--- src/rtl/z88_slot_ctrl_if.sv ---
// Blink/Z80 memory bus between the CPU side (master) and the slot controller (slave).
interface z88_slot_ctrl_if #(
    parameter int AW = 22
);
    logic [AW-1:0] ma;
    logic          mrq_n;
    logic          roe_n;
    logic          wrb_n;
    logic [7:0]    cdo;
    logic [7:0]    cdi;
    logic          wait_n;

    modport master (output ma, mrq_n, roe_n, wrb_n, cdo, input cdi, wait_n);
    modport slave  (input ma, mrq_n, roe_n, wrb_n, cdo, output cdi, wait_n);
endinterface

--- src/rtl/z88_slot_ctrl.sv ---
// Z88 memory-slot controller: slot decode, read mux, per-slot wait states, card-detect debounce.
// Optional write protection per slot when SLOT_WRPROT_EN is defined (adds cfg_wp / wp_err).
module z88_slot_ctrl #(
    parameter int NUM_SLOTS  = 4,
    parameter int SLOT_AW    = 20,
    parameter int WS_W       = 3,
    parameter int DEFAULT_WS = 0,
    parameter int DEB_W      = 10
) (
    input  logic                              clk,
    input  logic                              reset,
    input  logic                              cen,
    z88_slot_ctrl_if.slave                    bus,
    output logic [SLOT_AW-1:0]                slot_a,
    output logic [7:0]                        slot_di,
    input  logic [8*NUM_SLOTS-1:0]            slot_do,
    output logic [NUM_SLOTS-1:0]              slot_ce_n,
    output logic                              slot_oe_n,
    output logic                              slot_we_n,
    input  logic [NUM_SLOTS-2:0]              card_det,
    output logic [NUM_SLOTS-1:0]              card_present,
    output logic                              card_irq,
    input  logic                              irq_ack,
    input  logic                              cfg_we,
    input  logic [$clog2(NUM_SLOTS)-1:0]      cfg_slot,
`ifdef SLOT_WRPROT_EN
    input  logic                              cfg_wp,
    output logic                              wp_err,
`endif
    input  logic [WS_W-1:0]                   cfg_ws
);

    localparam int SW = $clog2(NUM_SLOTS);
    localparam logic [DEB_W-1:0] DEB_MAX = '1;

    typedef enum logic [1:0] {IDLE, WAIT, HOLD} state_t;

    state_t                 state;
    logic [WS_W-1:0]        cnt;
    logic [WS_W-1:0]        ws [NUM_SLOTS];
    logic                   wait_q;
    logic [SW-1:0]          sel;
    logic                   acc;
    logic [NUM_SLOTS-1:1]   sync1;
    logic [NUM_SLOTS-1:1]   sync2;
    logic [NUM_SLOTS-1:1]   present_q;
    logic [NUM_SLOTS-1:1]   flip;
    logic [DEB_W-1:0]       deb_cnt [1:NUM_SLOTS-1];
    logic                   irq_q;

    assign sel          = bus.ma[SLOT_AW+SW-1:SLOT_AW];
    assign acc          = !bus.mrq_n && (!bus.roe_n || !bus.wrb_n);
    assign card_present = {present_q, 1'b1};
    assign slot_a       = bus.ma[SLOT_AW-1:0];
    assign slot_di      = bus.cdo;
    assign slot_oe_n    = bus.roe_n | !acc;
    assign bus.wait_n   = wait_q;
    assign card_irq     = irq_q;

    always_comb begin
        slot_ce_n = '1;
        for (int s = 0; s < NUM_SLOTS; s++) begin
            if (acc && sel == SW'(s) && card_present[s])
                slot_ce_n[s] = 1'b0;
        end
    end

    // Empty slots float high on the data bus, so unpopulated reads see 8'hFF.
    always_comb begin
        bus.cdi = 8'hFF;
        if (acc && !bus.roe_n && card_present[sel])
            bus.cdi = slot_do[{sel, 3'b000} +: 8];
    end

    always_ff @(posedge clk or posedge reset) begin
        if (reset) begin
            state  <= IDLE;
            cnt    <= '0;
            wait_q <= 1'b1;
        end else begin
            case (state)
                IDLE: begin
                    if (acc) begin
                        cnt <= ws[sel];
                        if (ws[sel] == '0) begin
                            state <= HOLD;
                        end else begin
                            state  <= WAIT;
                            wait_q <= 1'b0;
                        end
                    end
                end
                WAIT: begin
                    if (!acc) begin
                        state  <= IDLE;
                        wait_q <= 1'b1;
                    end else if (cen) begin
                        cnt <= cnt - 1'b1;
                        if (cnt == WS_W'(1)) begin
                            state  <= HOLD;
                            wait_q <= 1'b1;
                        end
                    end
                end
                HOLD: begin
                    if (!acc)
                        state <= IDLE;
                end
                default: begin
                    state  <= IDLE;
                    wait_q <= 1'b1;
                end
            endcase
        end
    end

    always_ff @(posedge clk or posedge reset) begin
        if (reset) begin
            for (int s = 0; s < NUM_SLOTS; s++)
                ws[s] <= WS_W'(DEFAULT_WS);
        end else if (cfg_we) begin
            ws[cfg_slot] <= cfg_ws;
        end
    end

    always_comb begin
        flip = '0;
        for (int s = 1; s < NUM_SLOTS; s++)
            flip[s] = (sync2[s] != present_q[s]) && (deb_cnt[s] == DEB_MAX);
    end

    // Presence only flips after the synchronised detect disagrees for 2^DEB_W straight cycles.
    always_ff @(posedge clk or posedge reset) begin
        if (reset) begin
            sync1     <= '0;
            sync2     <= '0;
            present_q <= '0;
            irq_q     <= 1'b0;
            for (int s = 1; s < NUM_SLOTS; s++)
                deb_cnt[s] <= '0;
        end else begin
            sync1     <= card_det;
            sync2     <= sync1;
            present_q <= present_q ^ flip;
            for (int s = 1; s < NUM_SLOTS; s++) begin
                if (sync2[s] == present_q[s] || flip[s])
                    deb_cnt[s] <= '0;
                else
                    deb_cnt[s] <= deb_cnt[s] + 1'b1;
            end
            if (|flip)
                irq_q <= 1'b1;
            else if (irq_ack)
                irq_q <= 1'b0;
        end
    end

`ifdef SLOT_WRPROT_EN
    logic [NUM_SLOTS-1:0] wp;

    assign slot_we_n = bus.wrb_n | !acc | wp[sel];

    always_ff @(posedge clk or posedge reset) begin
        if (reset) begin
            wp     <= '0;
            wp_err <= 1'b0;
        end else begin
            if (cfg_we)
                wp[cfg_slot] <= cfg_wp;
            wp_err <= (state == IDLE) && acc && !bus.wrb_n && wp[sel];
        end
    end
`else
    assign slot_we_n = bus.wrb_n | !acc;
`endif

endmodule

--- src/flat_wrapper.sv ---
// flat-port wrapper written by rule: the top's interface ports become plain ports
module z88_slot_ctrl_flat 
#(
    parameter int NUM_SLOTS  = 4,
    parameter int SLOT_AW    = 20,
    parameter int WS_W       = 3,
    parameter int DEFAULT_WS = 0,
    parameter int DEB_W      = 10
)
  (clk, reset, cen, slot_a, slot_di, slot_do, slot_ce_n, slot_oe_n, slot_we_n, card_det, card_present, card_irq, irq_ack, cfg_we, cfg_slot, cfg_ws, bus_ma, bus_mrq_n, bus_roe_n, bus_wrb_n, bus_cdo, bus_cdi, bus_wait_n);
  z88_slot_ctrl_if #(.AW((SLOT_AW + (2)))) bus_i ();
  input  logic clk;
  input  logic reset;
  input  logic cen;
  output logic [SLOT_AW-1:0] slot_a;
  output logic [7:0] slot_di;
  input  logic [8*NUM_SLOTS-1:0] slot_do;
  output logic [NUM_SLOTS-1:0] slot_ce_n;
  output logic slot_oe_n;
  output logic slot_we_n;
  input  logic [NUM_SLOTS-2:0] card_det;
  output logic [NUM_SLOTS-1:0] card_present;
  output logic card_irq;
  input  logic irq_ack;
  input  logic cfg_we;
  input  logic [$clog2(NUM_SLOTS)-1:0] cfg_slot;
  input  logic [WS_W-1:0] cfg_ws;
  input wire logic [$bits(bus_i.ma)-1:0] bus_ma;
  input wire logic [$bits(bus_i.mrq_n)-1:0] bus_mrq_n;
  input wire logic [$bits(bus_i.roe_n)-1:0] bus_roe_n;
  input wire logic [$bits(bus_i.wrb_n)-1:0] bus_wrb_n;
  input wire logic [$bits(bus_i.cdo)-1:0] bus_cdo;
  output wire logic [$bits(bus_i.cdi)-1:0] bus_cdi;
  output wire logic [$bits(bus_i.wait_n)-1:0] bus_wait_n;
  assign bus_i.ma = bus_ma;
  assign bus_i.mrq_n = bus_mrq_n;
  assign bus_i.roe_n = bus_roe_n;
  assign bus_i.wrb_n = bus_wrb_n;
  assign bus_i.cdo = bus_cdo;
  assign bus_cdi = bus_i.cdi;
  assign bus_wait_n = bus_i.wait_n;
  z88_slot_ctrl #(.NUM_SLOTS(NUM_SLOTS), .SLOT_AW(SLOT_AW), .WS_W(WS_W), .DEFAULT_WS(DEFAULT_WS), .DEB_W(DEB_W)) u_core (.clk(clk), .reset(reset), .cen(cen), .bus(bus_i), .slot_a(slot_a), .slot_di(slot_di), .slot_do(slot_do), .slot_ce_n(slot_ce_n), .slot_oe_n(slot_oe_n), .slot_we_n(slot_we_n), .card_det(card_det), .card_present(card_present), .card_irq(card_irq), .irq_ack(irq_ack), .cfg_we(cfg_we), .cfg_slot(cfg_slot), .cfg_ws(cfg_ws));
endmodule
--- config.mk ---
export PLATFORM = sky130hd
export DESIGN_NAME = z88_slot_ctrl_flat
export DESIGN_NICKNAME = d
export VERILOG_FILES = /design/src/rtl/z88_slot_ctrl_if.sv /design/src/rtl/z88_slot_ctrl.sv /design/src/flat_wrapper.sv
export SDC_FILE = /design/constraint.sdc
export NUM_CORES = 1
export LEC_CHECK = 0
export BUFFER_PORTS_ARGS = -buffer_cell sky130_fd_sc_hd__buf_4
export CELL_PAD_IN_SITES_DETAIL_PLACEMENT = 1
export CELL_PAD_IN_SITES_GLOBAL_PLACEMENT = 1
export CORE_ASPECT_RATIO = 1.2
export CORE_MARGIN = 2
export CORE_UTILIZATION = 30
export CTS_BUF_LIST = sky130_fd_sc_hd__clkbuf_4
export CTS_CLUSTER_DIAMETER = 50
export DETAILED_ROUTE_END_ITERATION = 10
export PLACE_DENSITY = 0.68
export SETUP_SLACK_MARGIN = 0.1
export SLEW_MARGIN = 40
export SYNTH_ARGS = -nofsm -noshare
export SYNTH_HDL_FRONTEND = slang
export SYNTH_SLANG_ARGS = --single-unit
--- constraint.sdc ---
create_clock -name clk -period 4.7 [get_ports clk]
set_input_delay 0.235 -clock clk [delete_from_list [all_inputs] [get_ports clk]]
set_output_delay 0.235 -clock clk [all_outputs]
set_load 0.005 [all_outputs]
# ---- Yosys cells after proc, flatten, opt, wreduce, memory -nomap -nowiden
# Index checks and enable logic that the tools add are counted.
dict set report word_totals {
  elab_cells 117
  out_inout_bits 48
  register_bits 58
  inputBits 78
}
dict set report op_classes {
  shifts 1
  n_eq_ne 22
  addsub 4
  muxes 35
  reduce_logical 31
  order_cmp 4
  n_bitwise 6
}
# cell count
set ops {}
lappend ops {{32-bit by 6-bit variable part select with 8-bit output} 1}
lappend ops {{10-bit by 1-bit adder with 10-bit output (second input constant)} 3}
lappend ops {{10-bit == test (second input constant)} 3}
lappend ops {{10-bit two-way mux} 3}
lappend ops {{3-bit two-way mux} 6}
lappend ops {{1-bit logical AND} 14}
lappend ops {{12-bit bitwise mux} 1}
lappend ops {{1-bit two-way mux} 12}
lappend ops {{2-bit two-way mux} 6}
lappend ops {{8-bit two-way mux} 1}
lappend ops {{4-bit AND reduction} 2}
lappend ops {{3-bit binary-select mux with 2-bit select} 1}
lappend ops {{3-bit demux with 2-bit select} 1}
lappend ops {{2-bit == test (second input constant)} 3}
lappend ops {{3-bit >= comparator (second input constant)} 2}
lappend ops {{2-bit != test (second input constant)} 3}
lappend ops {{3-bit != test (second input constant)} 2}
lappend ops {{2-bit NOT with 3-bit output} 2}
lappend ops {{2-bit case mux with 3 select lines} 1}
lappend ops {{3-bit case mux with 2 select lines} 1}
lappend ops {{5-bit AND reduction} 1}
lappend ops {{2-bit by 1-bit == test with 1-bit output (second input constant)} 2}
lappend ops {{1-bit logical NOT} 4}
lappend ops {{2-bit logical NOT} 2}
lappend ops {{other kinds (16)} 26}

# ---- Logic depth before layout (Yosys ltp)
dict set report depth {
  depth_word 8
  mapped_depth 6
  ltp_nobuf 5
}

# ---- Worst setup path after synthesis
# Ideal clock, no wire load.
dict set report synth_timing {
  kind {register -> register}
  start {register u_core.deb_cnt[20] in the netlist's numbering}
  end {register (tool-made name)}
  synth_period_minus_slack_ns 1.513
  slack_ns 3.187
  setup_time_ns 0.125
  n_path_buf 0
  stages_incl_launch_ff 5
  t_required_ns 4.575
  t_arrival_ns 1.389
  path_cell_list {dfrtp_1 ha_1 nand3_1 nor4_1 mux2_2}
}
# element line
set synth_lines {}
lappend synth_lines {{from (decl)} z88_slot_ctrl.sv:48} ;# logic [DEB_W-1:0] deb_cnt [1:NUM_SLOTS-1];
lappend synth_lines {{from (signal, indexed assignment)} z88_slot_ctrl.sv:149} ;# deb_cnt[s] <= deb_cnt[s] + 1'b1;

==> metrics.txt <==
status complete, no violations; top cells by count, synth dfrtp_1, nor2_1, buf_4; clk buf depth 2; Max IR drop VDD approximately 91 uV; synth top area cells dfrtp_1, buf_4, mux2_2, mux4_2, xor2_1; Starting DRT DRC Count 64; top cell type by total area after synthesis dfrtp_1; Post-Synthesis Net Count between 300 and 400; die width 97.6 microns; Critical Path AT 1.91 ns; post-route ant nets 0; RSZ-0062 raised after global routing no; Max-cap violations 0; number of remaining DRC errors 0; share of post-route cells with drive strength above 1 around a third; H-Tree Depth 3; CTS tree yes; syn_area_per_cell 11.2 sq um; DP HPWL 6.05 mm; Core ar. 10400 sq um; largest family of logic cells by synthesized area simple AND/OR/NAND/NOR gates; Worst-Margin Slew 0.736 ns; utilization after layout 35.8%; crit-path cells mux2i_1, a211oi_2, nand2b_1, buf_4; Post-Synthesis Cells between 200 and 300; crit start category flip-flop; Post-Synth Adder-Cell Area ~2.0%; Worst path slowest cell a211oi_2; top_reg_cell synth dfrtp_1; Post-CTS Setup Inserts 0; initial antenna violation count 0; worst min-delay path class in -> async; worst-path maximum fanout 8; worst path bufs/invs 1; Final Setup Violations 0; leakage power 1.66 nW; FF-to-FF setup slack 3.03 ns; final wirelength 7.85 mm; post-synthesis compound-gate area fraction 4.44%; crit end category output pin; YS warnings 0; Die Y 116 microns; Final Slew Violations 0; Seq cells post-synth 58; Max Clock Freq approximately 470 MHz; Mapped Area 3160 sq um; largest net degree at the start of global routing 59; worst-skew pair later-pin latency ~0.4 ns; DR WL/cell 16.9 microns; clock root buffer clkbuf_4; final worst path period share between 40% and 50%; Via Count 2292; Slew Limit Headroom between 50% and 60%; PwrDens ~290 nW/um^2; I/O pins 126; Final Hold Fails 0; CP required 4.47 ns; Num CTS Buffers 9; Initial Util 30.5%; crit-path max cell delay between 0.5 and 0.6 ns; register area share after synthesis 46.0%; final worst slack 2.55 ns; die area 11400 sq um; num rows slightly above 40; Tot GR Track Use 14.5%; vias in the first global route between 2000 and 2500; grt total ovfl 0; clk sink count 58; Synth async-reset ratio 100%; Pre-antenna DRT Iters 4; GPL Wtd Cong around 0.75; share of the synthesized area in the top cell type 45.2%; Setup CP Type reg -> out; pre-CTS WS approximately 2.9 ns; ANT cells 0; mux contribution to synthesized area 14.0%; placed cell area 3590 sq um; Reg2Reg Launch Point u_core.deb_cnt[20]; Post-synth EDFFs 0; via/cell ratio between 4 and 5; post-synth cell types 44; Final TNS setup 0 ns; first-pass GRT wire length 12.3 mm; top-count cell post-synth dfrtp_1; nets 415; Area Overhead vs Synth 17.6%; post-route cell area 3710 sq um; r2r worst-path depth 4; final setup skew 0.00767 ns; fill count 1175; Worst-path clk slew 0.10 ns; I/O Buffers 68; Top Family by Delay on Critical Path compound AO/OA/AOI/OAI gates; Tmin final 2.15 ns; Synth Area in XOR/XNOR just over 7%; simple logic cell fraction of the synthesized area around 17%
==> cells in the final DEF, fill, tap and decap left out, types with 4 or more instances in the layout <==
cell	count
ha_1	5
nand2b_1	11
o21ai_0	4
and4_1	7
nand3_1	14
nor2b_1	4
mux4_1	4
buf_4	69
xor2_1	16
xnor2_1	10
a21oi_1	4
inv_1	8
nand4_1	6
clkbuf_4	9
clkinv_1	4
nor2_1	31
dfrtp_1	57
mux2_2	15
mux4_2	7
or2_2	4
nand2_1	12
==> final cells by class <==
cell class	count	area, sq um	area share (%)
Multi-Input combinational cell	182	1420	38.3
Inverter	9	33.8	0.910
Sequential cell	58	1450	39.1
Timing Repair Buffer	72	548	14.8
Clock inverter	6	25.0	0.674
Tap cell	129	161	4.35
Clock buffer	9	67.6	1.82
==> cells by family (layout without fill, tap and decap cells) <==
logic type                 after synthesis  in the layout
and+or+nand+nor                        103            103
DFF                                     58             58
buffers and inverters                   43             96
muxes                                   27             27
xor gates and xnor gates                26             26
AOI/OAI and AO/OA                       20             20
adders and majority gates                5              5
other                                    1              1
==> flip-flops by register name, indices dropped and copies added (netlist names), named ones only <==
| signal | count |
|---|---|
| u_core.sync1 | 3 |
| u_core.card_irq | 1 |
| u_core.cnt | 3 |
| u_core.state | 2 |
| u_core.bus.wait_n | 1 |
| u_core.sync2 | 3 |
| u_core.deb_cnt | 30 |
| u_core.ws | 12 |
==> how the worst max path moves through the flow <==
stage	startpoint	end	slack, ns	depth (start not counted)
2_1_floorplan	reset	async pin	3.04	1
5_1_grt	flip-flop	bus_cdi[1]	2.31	4
3_3_place_gp	flip-flop	bus_cdi[1]	2.99	4
6_report	flip-flop	bus_cdi[1]	2.55	4
4_1_cts	flip-flop	bus_cdi[1]	2.45	4
3_5_place_dp	flip-flop	bus_cdi[1]	2.92	4
==> per-stage QoR <==
stage	std cells	hold WS (ns)	power, W
3_3_place_gp	447	0.334	0.000813
2_1_floorplan	283	0.266	0.000750
4_1_cts	465	0.0235	0.00111
6_report	465	0.00122	0.00109
5_1_grt	465	0.0448	0.00116
3_5_place_dp	447	0.336	0.000825
==> tightest hold or removal path, cell delays in order <==
cell	delay (ns)
buf_4	0.11
inv_2	0.03
buf_4	0.55
==> power by group <==
group / internal, W / total [W] / switching, W
Combinational: 0.000119 / 0.000222 / 0.000103
Clock: 0.0000969 / 0.000277 / 0.000180
Sequential: 0.000553 / 0.000592 / 0.0000391
==> per-layer routing <==
| layer | vias to the layer above | global-route usage, % | routed length (microns) | share of wire, % |
|---|---|---|---|---|
| met5 | - | 0 | 0 | 0 |
| met4 | 0 | 6.94 | 231 | 2.9 |
| met3 | 22 | 5.80 | 645 | 8.2 |
| met2 | 83 | 23.5 | 3690 | 47 |
| met1 | 1127 | 17.1 | 3280 | 42 |
| li1 | 1060 | - | - | - |
==> what timing repair did <==
item                      4_1_cts  5_1_grt
hold buffers                    3        0
resized for setup               0        0
hold endpoints to repair        3        0
(Power assumes the default switching activity.)
